$ cat src/rtl/btn_pkg.sv
// -----------------------------------------------------------------------------
// btn_pkg
// Shared constants and helpers for the multi-channel button debouncer.
//
// Contents:
//    CNT_MAX_DEF     default debounce length in ticks (10 ms at a 1 ms tick)
//    HOLD_TICKS_DEF  default long-press hold time in ticks
//    cnt_width()     width of a counter that must represent 0..n-1
//
// Configuration macro used by the files that import this package:
//    BTN_LONG_PRESS_EN  builds the per-channel hold counter and long_press.
// -----------------------------------------------------------------------------
package btn_pkg;

   localparam int CNT_MAX_DEF    = 10;
   localparam int HOLD_TICKS_DEF = 1000;

   // Bits needed to count 0..n-1, never less than one bit so that a
   // degenerate parameter still yields a legal vector.
   function automatic int cnt_width(input int n);
      return ($clog2(n) < 1) ? 1 : $clog2(n);
   endfunction

endpackage : btn_pkg

$ cat src/rtl/btn_db_ch.sv
// -----------------------------------------------------------------------------
// btn_db_ch
// One button channel: two-flop synchronizer, tick-based debounce counter,
// registered edge pulses and (optionally) a saturating hold counter that
// raises a single long_press pulse per press.
//
// Parameters:
//    CNT_MAX     consecutive disagreeing ticks needed to accept a new level
//    HOLD_TICKS  ticks the debounced level must stay high for long_press
//
// Ports:
//    clk_100Mhz     in   system clock
//    rst_n          in   asynchronous active-low reset
//    tick           in   one-cycle sample strobe
//    raw            in   raw asynchronous button level, 1 = pressed
//    db             out  debounced level (registered)
//    press          out  one-cycle pulse on debounced 0->1
//    release_pulse  out  one-cycle pulse on debounced 1->0
//                        ("release" is a reserved word in SystemVerilog)
//    long_press     out  one-cycle pulse after HOLD_TICKS ticks held
//
// Configuration: BTN_LONG_PRESS_EN enables the hold counter; without it
// long_press is tied low and HOLD_TICKS only takes part in the range check.
// -----------------------------------------------------------------------------
module btn_db_ch
   import btn_pkg::*;
#(
   parameter int CNT_MAX    = CNT_MAX_DEF,
   parameter int HOLD_TICKS = HOLD_TICKS_DEF
) (
   input  logic clk_100Mhz,
   input  logic rst_n,
   input  logic tick,
   input  logic raw,
   output logic db,
   output logic press,
   output logic release_pulse,
   output logic long_press
);

   // Elaboration-time parameter range checks.
   if (CNT_MAX < 2 || CNT_MAX > 255) begin : g_bad_cnt_max
      $error("btn_db_ch: CNT_MAX must be in 2..255");
   end
   if (HOLD_TICKS < 2 || HOLD_TICKS > 65535) begin : g_bad_hold_ticks
      $error("btn_db_ch: HOLD_TICKS must be in 2..65535");
   end

   localparam int            CW       = cnt_width(CNT_MAX);
   localparam logic [CW-1:0] CNT_LAST = CW'(CNT_MAX - 1);

   // ------------------------------------------------------------------
   // Synchronizer
   // ------------------------------------------------------------------
   logic sync_meta;
   logic sync;

   // NOTE: sequential state uses non-blocking assignments so every flop
   // samples the pre-edge value of its neighbours; with blocking '=' the
   // two stages below would collapse into a single flop.
   always_ff @(posedge clk_100Mhz or negedge rst_n) begin
      if (!rst_n) begin
         sync_meta <= 1'b0;
         sync      <= 1'b0;
      end else begin
         sync_meta <= raw;        // may go metastable; never used directly
         sync      <= sync_meta;
      end
   end

   // ------------------------------------------------------------------
   // Debounce counter and edge pulses
   // ------------------------------------------------------------------
   logic [CW-1:0] cnt;
   logic          differ;
   logic          accept;

   assign differ = sync ^ db;
   // The tick that completes CNT_MAX consecutive disagreeing samples.
   assign accept = tick & differ & (cnt == CNT_LAST);

   always_ff @(posedge clk_100Mhz or negedge rst_n) begin
      if (!rst_n) begin
         cnt           <= '0;
         db            <= 1'b0;
         press         <= 1'b0;
         release_pulse <= 1'b0;
      end else begin
         // Pulses are registered on the same edge that updates db, so they
         // are high exactly in the first cycle the new level is visible.
         press         <= accept &  sync;
         release_pulse <= accept & ~sync;
         if (tick) begin
            if (!differ) begin
               cnt <= '0;                 // agreement restarts the count
            end else if (cnt == CNT_LAST) begin
               db  <= sync;
               cnt <= '0;
            end else begin
               cnt <= cnt + 1'b1;
            end
         end
      end
   end

   // ------------------------------------------------------------------
   // Hold counter and long_press
   // ------------------------------------------------------------------
`ifdef BTN_LONG_PRESS_EN
   localparam int            HW        = cnt_width(HOLD_TICKS + 1);
   localparam logic [HW-1:0] HOLD_LAST = HW'(HOLD_TICKS);

   logic [HW-1:0] hold;
   logic          hold_done;   // long_press already issued for this press

   always_ff @(posedge clk_100Mhz or negedge rst_n) begin
      if (!rst_n) begin
         hold       <= '0;
         hold_done  <= 1'b0;
         long_press <= 1'b0;
      end else if (!db) begin
         // Released: discard the hold time and re-arm for the next press.
         hold       <= '0;
         hold_done  <= 1'b0;
         long_press <= 1'b0;
      end else begin
         long_press <= (hold == HOLD_LAST) && !hold_done;
         if (hold == HOLD_LAST) begin
            hold_done <= 1'b1;             // saturated; fire only once
         end else if (tick) begin
            hold <= hold + 1'b1;
         end
      end
   end
`else
   assign long_press = 1'b0;
`endif

endmodule : btn_db_ch

$ cat src/rtl/btn_debounce_multi.sv
// -----------------------------------------------------------------------------
// btn_debounce_multi
// N_CH independent button debouncers sharing one clock and one tick strobe.
// Each channel is a btn_db_ch instance; channels do not interact, so
// simultaneous events on several channels pulse in the same cycle.
//
// Parameters:
//    N_CH        number of channels (1..32)
//    CNT_MAX     debounce length in ticks (2..255)
//    HOLD_TICKS  long-press hold time in ticks (2..65535)
//
// Ports:
//    clk_100Mhz     in   system clock, the only clock
//    rst_n          in   asynchronous active-low reset
//    tick           in   one-cycle sample strobe, no minimum spacing
//    btn_raw        in   [N_CH] raw button levels, 1 = pressed
//    btn_db         out  [N_CH] debounced levels (registered)
//    press          out  [N_CH] one-cycle pulse per debounced 0->1
//    release_pulse  out  [N_CH] one-cycle pulse per debounced 1->0
//    long_press     out  [N_CH] one-cycle pulse after HOLD_TICKS held
//
// Configuration: define BTN_LONG_PRESS_EN to build the long-press logic;
// otherwise long_press is constant 0.
// -----------------------------------------------------------------------------
module btn_debounce_multi
   import btn_pkg::*;
#(
   parameter int N_CH       = 4,
   parameter int CNT_MAX    = CNT_MAX_DEF,
   parameter int HOLD_TICKS = HOLD_TICKS_DEF
) (
   input  logic            clk_100Mhz,
   input  logic            rst_n,
   input  logic            tick,
   input  logic [N_CH-1:0] btn_raw,
   output logic [N_CH-1:0] btn_db,
   output logic [N_CH-1:0] press,
   output logic [N_CH-1:0] release_pulse,
   output logic [N_CH-1:0] long_press
);

   if (N_CH < 1 || N_CH > 32) begin : g_bad_n_ch
      $error("btn_debounce_multi: N_CH must be in 1..32");
   end

   for (genvar gi = 0; gi < N_CH; gi++) begin : g_ch
      btn_db_ch #(
         .CNT_MAX    (CNT_MAX),
         .HOLD_TICKS (HOLD_TICKS)
      ) u_ch (
         .clk_100Mhz    (clk_100Mhz),
         .rst_n         (rst_n),
         .tick          (tick),
         .raw           (btn_raw[gi]),
         .db            (btn_db[gi]),
         .press         (press[gi]),
         .release_pulse (release_pulse[gi]),
         .long_press    (long_press[gi])
      );
   end

endmodule : btn_debounce_multi

$ cat config.mk
export PLATFORM = sky130hd
export DESIGN_NAME = btn_debounce_multi
export DESIGN_NICKNAME = d
export VERILOG_FILES = /design/src/rtl/btn_pkg.sv /design/src/rtl/btn_db_ch.sv /design/src/rtl/btn_debounce_multi.sv
export SDC_FILE = /design/constraint.sdc
export NUM_CORES = 1
export LEC_CHECK = 0
export CORE_MARGIN = 4
export CORE_UTILIZATION = 48
export DETAILED_ROUTE_END_ITERATION = 8
export HOLD_SLACK_MARGIN = 0.03
export PLACE_DENSITY_LB_ADDON = 0.12
export SETUP_SLACK_MARGIN = 0.5
export SYNTH_ARGS = -nofsm -noshare
export SYNTH_HDL_FRONTEND = slang
export SYNTH_SLANG_ARGS = --single-unit
export TNS_END_PERCENT = 10
$ cat constraint.sdc
create_clock -name clk_100Mhz -period 1.2 [get_ports clk_100Mhz]
set_input_delay 0.24 -clock clk_100Mhz [delete_from_list [all_inputs] [get_ports clk_100Mhz]]
set_output_delay 0.24 -clock clk_100Mhz [all_outputs]
set_load 0.05 [all_outputs]
==> results of run 1 <==
## power groups by stage
stage          logic [uW]  registers, uW  clock network [uW]
2_1_floorplan         224           1350                   0
6_report              501           1340                 674
3_3_place_gp          375           1340                   0
3_5_place_dp          398           1350                   0
4_1_cts               475           1340                 703
5_1_grt               553           1350                 783
## worst paths after layout
check,from,endpoint,slack [ns],cells past startpoint
worst min register to register,g_ch[1].u_ch.sync_meta$_DFF_PN0_,g_ch[1].u_ch.sync$_DFF_PN0_,0.36,0
min in group clk_100Mhz,btn_raw[0],g_ch[0].u_ch.sync_meta$_DFF_PN0_,0.33,1
worst max-delay path,g_ch[3].u_ch.cnt[1]$_DFFE_PN0P_,g_ch[3].u_ch.db$_DFFE_PN0P_,-0.09,5
worst min-delay path,rst_n,g_ch[0].u_ch.release_pulse$_DFF_PN0_,0.26,2
worst max register to register,g_ch[3].u_ch.cnt[1]$_DFFE_PN0P_,g_ch[3].u_ch.db$_DFFE_PN0P_,-0.09,5
max in group asynchronous,rst_n,g_ch[3].u_ch.cnt[2]$_DFFE_PN0P_,0.76,2
## synth_stat cells (3+ instances only)
| cell | n | area share (%) |
|---|---|---|
| dfrtp_1 | 36 | 53 |
| buf_4 | 17 | 7.5 |
| ha_1 | 8 | 5.9 |
| nor3b_1 | 8 | 3.5 |
| o21ai_0 | 6 | 1.8 |
| nand3_1 | 5 | 1.5 |
| inv_1 | 4 | 0.88 |
| mux2_2 | 4 | 2.6 |
| mux2i_1 | 4 | 2.4 |
| nand2b_1 | 4 | 1.5 |
| o22ai_1 | 4 | 1.5 |
| o2bb2ai_1 | 4 | 2.1 |
| o31ai_1 | 4 | 1.8 |
| xnor2_1 | 4 | 2.1 |
| xor2_1 | 4 | 2.1 |
| nand2_1 | 3 | 0.66 |
| nand4b_1 | 3 | 1.5 |
| o211ai_1 | 3 | 1.3 |
## cells by family (layout without fill, tap and decap cells)
kind of cell    Yosys count  count (layout)  share of synthesized area, %
other cells               1               4                         0.220
flops                    36              36                          52.9
mux                       8               8                          5.00
xor+xnor                  8               8                          4.11
buf+inv                  23              60                          8.96
fa+ha+maj                 8               8                          5.88
simple gates             29              29                          11.2
compound gates           27              27                          11.8
## metal layers
layer	vias to the layer above	global-route usage [%]
li1	553	-
met2	20	27.6
met3	6	5.82
met4	0	7.59
met5	-	0
met1	583	19.1
## timing repair
| item | 4_1_cts | 5_1_grt |
|---|---|---|
| buffers inserted | 7 | 3 |
| setup endpoints to repair | 40 | 40 |
| pin swaps | 29 | 11 |
| gates cloned | 0 | 0 |
| resized for setup | 33 | 5 |
| hold endpoints to repair | 0 | 0 |
## critical path: stages, from the launching register on
cell and delay [ns]:
dfrtp_1 0.41, inv_2 0.08, ha_4 0.12, nor2b_4 0.17, nand3_4 0.10, mux2_4 0.31
## metrics by stage
| stage | hold WS (ns) | instance area [um^2] | std cells | setup TNS (ns) | util (%) |
|---|---|---|---|---|---|
| 4_1_cts | 0.252 | 2380 | 223 | -0.374 | 70.4 |
| 6_report | 0.257 | 2440 | 226 | -0.314 | 71.9 |
| 3_5_place_dp | 0.338 | 2120 | 208 | -4.65 | 62.6 |
| 2_1_floorplan | -0.0556 | 1740 | 143 | -0.0619 | - |
| 3_3_place_gp | 0.334 | 2120 | 208 | -4.05 | 62.6 |
| 5_1_grt | 0.260 | 2440 | 226 | -1.60 | 71.9 |
## layout make-up
type | count | area (um^2) | area share, %
Timing Repair Buffer | 48 | 561 | 23.0
Inverter | 4 | 15.0 | 0.616
Tap cell | 46 | 57.6 | 2.36
Multi-Input combinational cell | 84 | 843 | 34.6
Clock buffer | 8 | 58.8 | 2.41
Sequential cell | 36 | 901 | 37.0
## registers in the layout, indices dropped and copies added (netlist names)
register and count:
g_ch.u_ch.press 4, g_ch.u_ch.sync_meta 4, g_ch.u_ch.cnt 16, g_ch.u_ch.db 4, g_ch.u_ch.release_pulse 4, g_ch.u_ch.sync 4
## cells in the final DEF, fill, tap and decap left out, types with 2 or more instances in the layout
cell	Yosys	final
o21ai_1	0	4
xnor2_2	0	3
o2bb2ai_1	4	4
clkbuf_4	0	5
dfrtp_1	36	36
buf_12	0	13
nand2b_1	4	4
nand3_2	0	2
clkdlybuf4s50_1	0	6
nand2_1	3	2
mux2i_1	4	4
mux2_2	4	3
clkbuf_1	0	2
nand4b_1	3	3
nor3b_2	0	4
a21bo_2	2	2
buf_4	17	23
o22ai_1	4	3
a32o_1	2	2
o31ai_1	4	3
conb_1	1	4
nand3_1	5	2
inv_2	0	4
ha_1	8	4
buf_6	0	6
nor3b_1	8	4
o21ai_0	6	2
o211ai_1	3	3
nor2b_4	0	2
xor2_2	0	4
ha_4	0	4
==> flow_summary.json, run 1 <==
{
  "status": "finished with violations",
  "violations": "negative setup slack",
  "start_util_pct": 50.2,
  "final_antenna_net_count": 0,
  "ir_drop_mv": 0.834,
  "cts_inserted_buffers": 5,
  "viasPerCell": 5.14,
  "pwr-share-seq_pct": 53.3,
  "maxSlewViolCount": 0,
  "pin_count": 23,
  "grt_pass1_vias": 1248,
  "dr.pass1.iters": 4,
  "synth-edff-count": 0,
  "portBuffers": 18,
  "cts_tree": "done",
  "synth_cells": 140,
  "wl_per_cell_um": 13.7,
  "comb_power_share_pct": 19.9,
  "rows": 21,
  "antenna_found_initial": 0,
  "arrival_ns": 1.52,
  "diodes": 0,
  "num-fill-cells": 234,
  "wl_mm": 3.10,
  "min_path_type": "in2async",
  "wl_met3_um": 122,
  "pwr-share-clk_pct": 26.8,
  "fin_crit_sh_pct": 108,
  "clkTransAtPathRegs_ns": 0.10,
  "min_period_ns": 1.29,
  "fin_nets": 194,
  "critPathCaptureType": "register",
  "clock-sinks": 36,
  "grt_max_degree": 37,
  "clock_latency_ns": 0.33,
  "rsz0062_at_grt": "true",
  "synth_cell_types": 28,
  "required_ns": 1.43,
  "hold_violations": 0,
  "met2_length_mm": 1.59,
  "htreeDepth": 2,
  "vias": 1162,
  "synth_area_um2": 1700,
  "gp_congestion": 0.752,
  "postCtsHoldBufs": 0,
  "gr-total-overflow": 0,
  "yosysWarnings": 0,
  "fin_skew_ns": 0.00371,
  "synth_area_per_cell_um2": 12.2,
  "ys_ff_latch": 36,
  "worstSetupPathType": "reg2reg",
  "finalSetupViolations": 6,
  "async_flop_share_pct": 100,
  "p_int_uw": 1830,
  "switching_power_uw": 690,
  "grt_pass1_wl_mm": 5.53,
  "maxCapViolCount": 0,
  "area_delta_synth_final_pct": 43.1,
  "drc": 0,
  "grt_use_total_pct": 16.6,
  "hpwl_mm": 2.07,
  "die_w_um": 67.6,
  "core_um2": 3390,
  "synth_ff_type": "dfrtp_1",
  "swShare_pct": 27.4,
  "die-area_um2": 4560,
  "drive_gt1_share_pct": 45.6,
  "die_h_um": 67.6,
  "yosysSeqAreaShare_pct": 52.9,
  "drt_iter0_markers": 35,
  "top_layer": "met4",
  "clock_path_buffers": 2,
  "setup_ws_ns": -0.0946,
  "power.total_uw": 2520,
  "clock.fmax_mhz": 772,
  "worstPathMaxFanout": 3,
  "wl_met1_mm": 1.33,
  "power_density_nw_per_um2": 1030,
  "place_ws_ns": -0.264,
  "clock-root-buffer": "clkbuf_4",
  "leakage_uw": 0.00109,
  "crit_path_start_kind": "register"
}
Power figures use the tool's default switching activity.
==> run 2, diff against run 1 <==
--- a/config.mk
+++ b/config.mk
@@ -5,10 +5,12 @@
 export SDC_FILE = /design/constraint.sdc
 export NUM_CORES = 1
 export LEC_CHECK = 0
+export ABC_AREA = 1
+export CELL_PAD_IN_SITES_DETAIL_PLACEMENT = 0
+export CELL_PAD_IN_SITES_GLOBAL_PLACEMENT = 1
 export CORE_MARGIN = 4
-export CORE_UTILIZATION = 48
+export CORE_UTILIZATION = 37
 export DETAILED_ROUTE_END_ITERATION = 8
-export HOLD_SLACK_MARGIN = 0.03
 export PLACE_DENSITY_LB_ADDON = 0.12
 export SETUP_SLACK_MARGIN = 0.5
 export SYNTH_ARGS = -nofsm -noshare
==> run 2 against run 1 <==
Compared with the run above: the flow now finishes without violations; core utilization down 21 points; setup slack improved by 0.15 ns; count of clock-buffer cells in the layout shrank 2; total power is 9.7% higher; hold slack improved by 0.095 ns; critical endpoint is now g_ch[0].u_ch.db$_DFFE_PN0P_; largest cell class unchanged.
==> flow_summary.json, run 2 <==
{
  "required_ns": 1.37,
  "wl_per_cell_um": 10.8,
  "gr-usage-met1_pct": 13.5,
  "clkTransAtPathRegs_ns": 0.07,
  "cts_tree": "done",
  "final_common_cell": "nand2_1",
  "finalSetupViolations": 0,
  "synth_cells": 210,
  "clock-sinks": 36,
  "diodes": 0,
  "maxSlewViolCount": 0,
  "met2_usage_pct": 21.7,
  "dr.pass1.iters": 4,
  "leakage_uw": 0.00121,
  "crit_chain": "inv_1 -> ha_1 -> nand2_2 -> nor2_4 -> nand3_1 -> nand2_1 -> nand2_1",
  "synthMuxAreaShare_pct": 0,
  "synth_ff_type": "dfrtp_1",
  "largest_register": "g_ch.u_ch.cnt",
  "hpwl_mm": 2.34,
  "wl_mm": 3.28,
  "status": "complete, no violations",
  "synth_area_leader_cell": "dfrtp_1",
  "final_antenna_net_count": 0,
  "die_h_um": 78.0,
  "rsz0062_at_grt": "true",
  "power.total_uw": 2760,
  "busiest_layer": "met2",
  "clock_latency_ns": 0.28,
  "worstPathMaxFanout": 5,
  "fin_skew_ns": 0.00639,
  "ir_drop_mv": 0.528,
  "clock.fmax_mhz": 875,
  "cts_inserted_buffers": 5,
  "slowest_stage": "dfrtp_1",
  "seq_area_um2": 906,
  "grt_pass1_vias": 1421,
  "groute.layer.met3.usage_pct": 3.71,
  "die_w_um": 78.0,
  "htreeDepth": 2,
  "cpPeakStageDelay_ns": 0.38,
  "synth-edff-count": 0,
  "yosysTopAreaCellShare_pct": 49.8,
  "setup_ws_ns": 0.0577,
  "gp_congestion": 0.767,
  "min_period_ns": 1.14,
  "crit_path_start_kind": "register",
  "ys_ff_latch": 36,
  "synth_area_per_cell_um2": 8.62,
  "synth-adder-area-share_pct": 5.53,
  "yosysWarnings": 0,
  "portBuffers": 18,
  "pin_count": 23,
  "rows": 25,
  "multiInputGateArea_um2": 766,
  "fin_nets": 250,
  "drc": 0,
  "grt_use_total_pct": 12.2,
  "die-area_um2": 6080,
  "worstSetupPathType": "reg2reg",
  "yosysMostFrequentCell": "nand2_1",
  "min_path_type": "reg2reg",
  "async_flop_share_pct": 100,
  "clock-root-buffer": "clkbuf_8",
  "maxCapViolCount": 0,
  "viasPerCell": 4.47,
  "yosys.area_share.simple_pct": 25.4,
  "gr-total-overflow": 0,
  "antenna_found_initial": 0,
  "synth_cell_types": 17,
  "core_um2": 4720,
  "area_delta_synth_final_pct": 33.4,
  "synth_top_family_by_area": "simple AND/OR/NAND/NOR gates",
  "critPathCaptureType": "register",
  "largest_reg_flops": 16,
  "start_util_pct": 38.3,
  "drive_gt1_share_pct": 27.1,
  "path_common_cell": "nand2_1",
  "synth_compound_area_share_pct": 3.39,
  "synth_area_um2": 1810,
  "synth.area.top_cells": "dfrtp_1 50%, nand2_1 12%, buf_4 7.0%",
  "clock_path_buffers": 2,
  "vias": 1354,
  "yosysSeqAreaShare_pct": 49.8,
  "power_density_nw_per_um2": 1140,
  "drt_iter0_markers": 80,
  "layout_common_cells": "54 x nand2_1, 32 x dfrtp_1, 22 x inv_1, 20 x nor2_1, 15 x buf_12",
  "fin_crit_sh_pct": 95.2,
  "grt_pass1_wl_mm": 5.93,
  "synth_xor_area_share_pct": 1.94,
  "arrival_ns": 1.31,
  "place_ws_ns": -0.210,
  "grt_max_degree": 37,
  "stdcell_area_um2": 2420,
  "hold_violations": 0,
  "placed_cell_area_um2": 2200,
  "num-fill-cells": 420,
  "synthTopCellsByCount": "58 x nand2_1, 36 x dfrtp_1, 25 x inv_1, 20 x nor2_1, 17 x buf_4"
}
[run 2: changes by cell type after synthesis, moves of 6 or more]
cell	delta
o21ai_0	-6
nand4_1	+8
nand2_1	+55
nor2_1	+20
inv_1	+21
nor3b_1	-8
nand3_1	+11
[run 2: repair_timing]
item,in CTS,in global routing
setup endpoints to repair,40,40
resized for setup,11,19
pin swaps,2,11
hold buffers,1,0
endpoints found under the hold margin,36,0
cloned,0,0
setup buffers,1,0
[run 2: metal layers]
| layer | wire length [um] | up-vias |
|---|---|---|
| met5 | 0 | - |
| met4 | 22 | 0 |
| met3 | 145 | 2 |
| met2 | 1710 | 21 |
| met1 | 1410 | 649 |
| li1 | - | 682 |
[run 2: kinds of logic after synthesis]
logic type	count (synthesis)
buf+inv	45
flops	36
compound gates	8
fa+ha+maj	8
simple gates	108
other cells	1
xor+xnor	4
[run 2: area by class of cell]
class | count | area share (%)
sequential | 36 | 37.5
multi-input combinational | 132 | 31.7
timing repair buffer | 35 | 19.6
inverter | 25 | 3.88
tap | 67 | 3.47
clock buffer | 6 | 3.42
clock inverter | 2 | 0.414
[run 2: worst paths after layout]
path / start / cells after the start / to / slack [ns]
setup / recovery: g_ch[0].u_ch.cnt[1]$_DFFE_PN0P_ / 7 / g_ch[0].u_ch.db$_DFFE_PN0P_ / 0.06
hold / removal: g_ch[1].u_ch.sync_meta$_DFF_PN0_ / 0 / g_ch[1].u_ch.sync$_DFF_PN0_ / 0.35
setup reg to reg: g_ch[0].u_ch.cnt[1]$_DFFE_PN0P_ / 7 / g_ch[0].u_ch.db$_DFFE_PN0P_ / 0.06
hold reg to reg: g_ch[1].u_ch.sync_meta$_DFF_PN0_ / 0 / g_ch[1].u_ch.sync$_DFF_PN0_ / 0.35
max in group asynchronous: rst_n / 3 / g_ch[0].u_ch.db$_DFFE_PN0P_ / 0.56
min in group asynchronous: rst_n / 3 / g_ch[2].u_ch.press$_DFF_PN0_ / 0.44
[run 2: power by group]
part / internal, uW / leakage, uW / switching, uW / total [uW]
Clock: 458 / 0.0000510 / 429 / 887
Sequential: 1290 / 0.000469 / 83.4 / 1370
Combinational: 239 / 0.000686 / 267 / 506
[run 2: metrics by stage]
stage          utilization, %  cells  setup TNS [ns]  hold slack, ns
3_3_place_gp             46.5    293           -2.54           0.216
4_1_cts                  49.6    303               0           0.353
5_1_grt                  51.2    303         -0.0277           0.358
2_1_floorplan               -    213               0         -0.0556
3_5_place_dp             46.5    293           -3.14           0.219
6_report                 51.2    303               0           0.352
[run 2: critical path: cells and delay by family (launching register included)]
| kind | cells | cell delay (ns) |
|---|---|---|
| AND/OR/NAND/NOR | 5 | 0.43 |
| flip-flops | 1 | 0.38 |
| adder cells (fa/ha/maj) | 1 | 0.18 |
| buffers and inverters | 1 | 0.06 |
==> edit, RTL diff (flow settings as in run 2) <==
The option `BTN_LONG_PRESS_EN` is turned on by a define.
--- a/src/rtl/btn_db_ch.sv
+++ b/src/rtl/btn_db_ch.sv
@@ -24,2 +24,4 @@
 // -----------------------------------------------------------------------------
+`define BTN_LONG_PRESS_EN
+
 module btn_db_ch
Formal check against the unedited RTL: same outputs for any inputs over 10 cycles, from zero or initial values and one cycle with rst_n low; that may be too few to reach the edited logic, so the function may still have changed.
==> edit against run 2 <==
The flow now finishes with violations (negative hold slack, negative setup slack); worst setup slack worse by 310 ps; sequential cell count grew 48; final area increased to 2.6 times the old value; highest routed layer unchanged; routed wire length grew to 3.1 times the old value; power grew to 3.8 times the old value; global-route usage is 3.7 points higher; area after synthesis increased by 140%; hold slack worse by 470 ps; largest power group is now combinational logic.
==> edit: results <==
metrics = {
    "place": {
        "post-place-cells": 780,
        "place_ws_ps": -400,
    },
    "sta": {
        "skew_ps": 6.18,
        "whs_ps": -114,
        "timing_hold_violations_final": 84,
        "fin_ws_ps": -255,
        "setup_violations": 48,
    },
    "synthesis": {
        "ys_types": 28,
        "syn_inst": 547,
        "synth-xor-area-share": 0.0316,
    },
    "cells_and_area": {
        "nClkBuffers": 11,
        "clk_share": 0.0458,
        "fin_cells": 805,
        "multi_input_area_share": 0.344,
    },
    "hold_path": {
        "min_path_type": "in2async",
    },
    "route": {
        "wl_met3_um": 292,
        "drt_iter0_markers": 176,
    },
    "power": {
        "power_switching_mw": 3.58,
        "seq_cell_power_mw": 3.81,
        "pg_comb_mw": 4.01,
        "ir_worst_vdd_uv": 1030,
    },
    "outcome": {
        "violations": "negative hold slack, negative setup slack",
        "status": "complete, but fails checks",
    },
    "cts": {
        "htreeDepth": 3,
    },
    "global_route": {
        "grt_pass1_vias": 3984,
    },
}
==> edit: changes by cell type in the layout (fill, tap and decap cells not counted), sizes merged, moves of 5 or more <==
cell	delta
buf	+90
nand2	+80
dfrtp	+48
inv	+48
nor2	+33
o21ai	+30
nand3	+24
nand4	+23
xor2	+11
nor3	+9
ha	+8
clkbuf	+5
==> edit: worst max-delay path, cell delays in order (launching register included) <==
cell and delay [ps]:
dfrtp_1 390, inv_2 80, ha_4 130, nand2_2 40, inv_2 60, nand3_2 80, nor2_4 150, nor2_4 60
buf_12 130, nor2_8 150, nand2_1 70, nand2_1 60
==> edit: worst min-delay path by stage <==
stage | from | end | slack, ps
floorplan | rst_n | g_ch[0].u_ch.cnt[0] | -60
global placement | rst_n | g_ch[2].u_ch.hold[2] | 270
detailed placement | rst_n | g_ch[2].u_ch.hold[2] | 270
CTS | rst_n | g_ch[2].u_ch.hold[2] | -100
global route | rst_n | g_ch[2].u_ch.cnt[3] | -80
finish | rst_n | g_ch[2].u_ch.hold[2] | -110
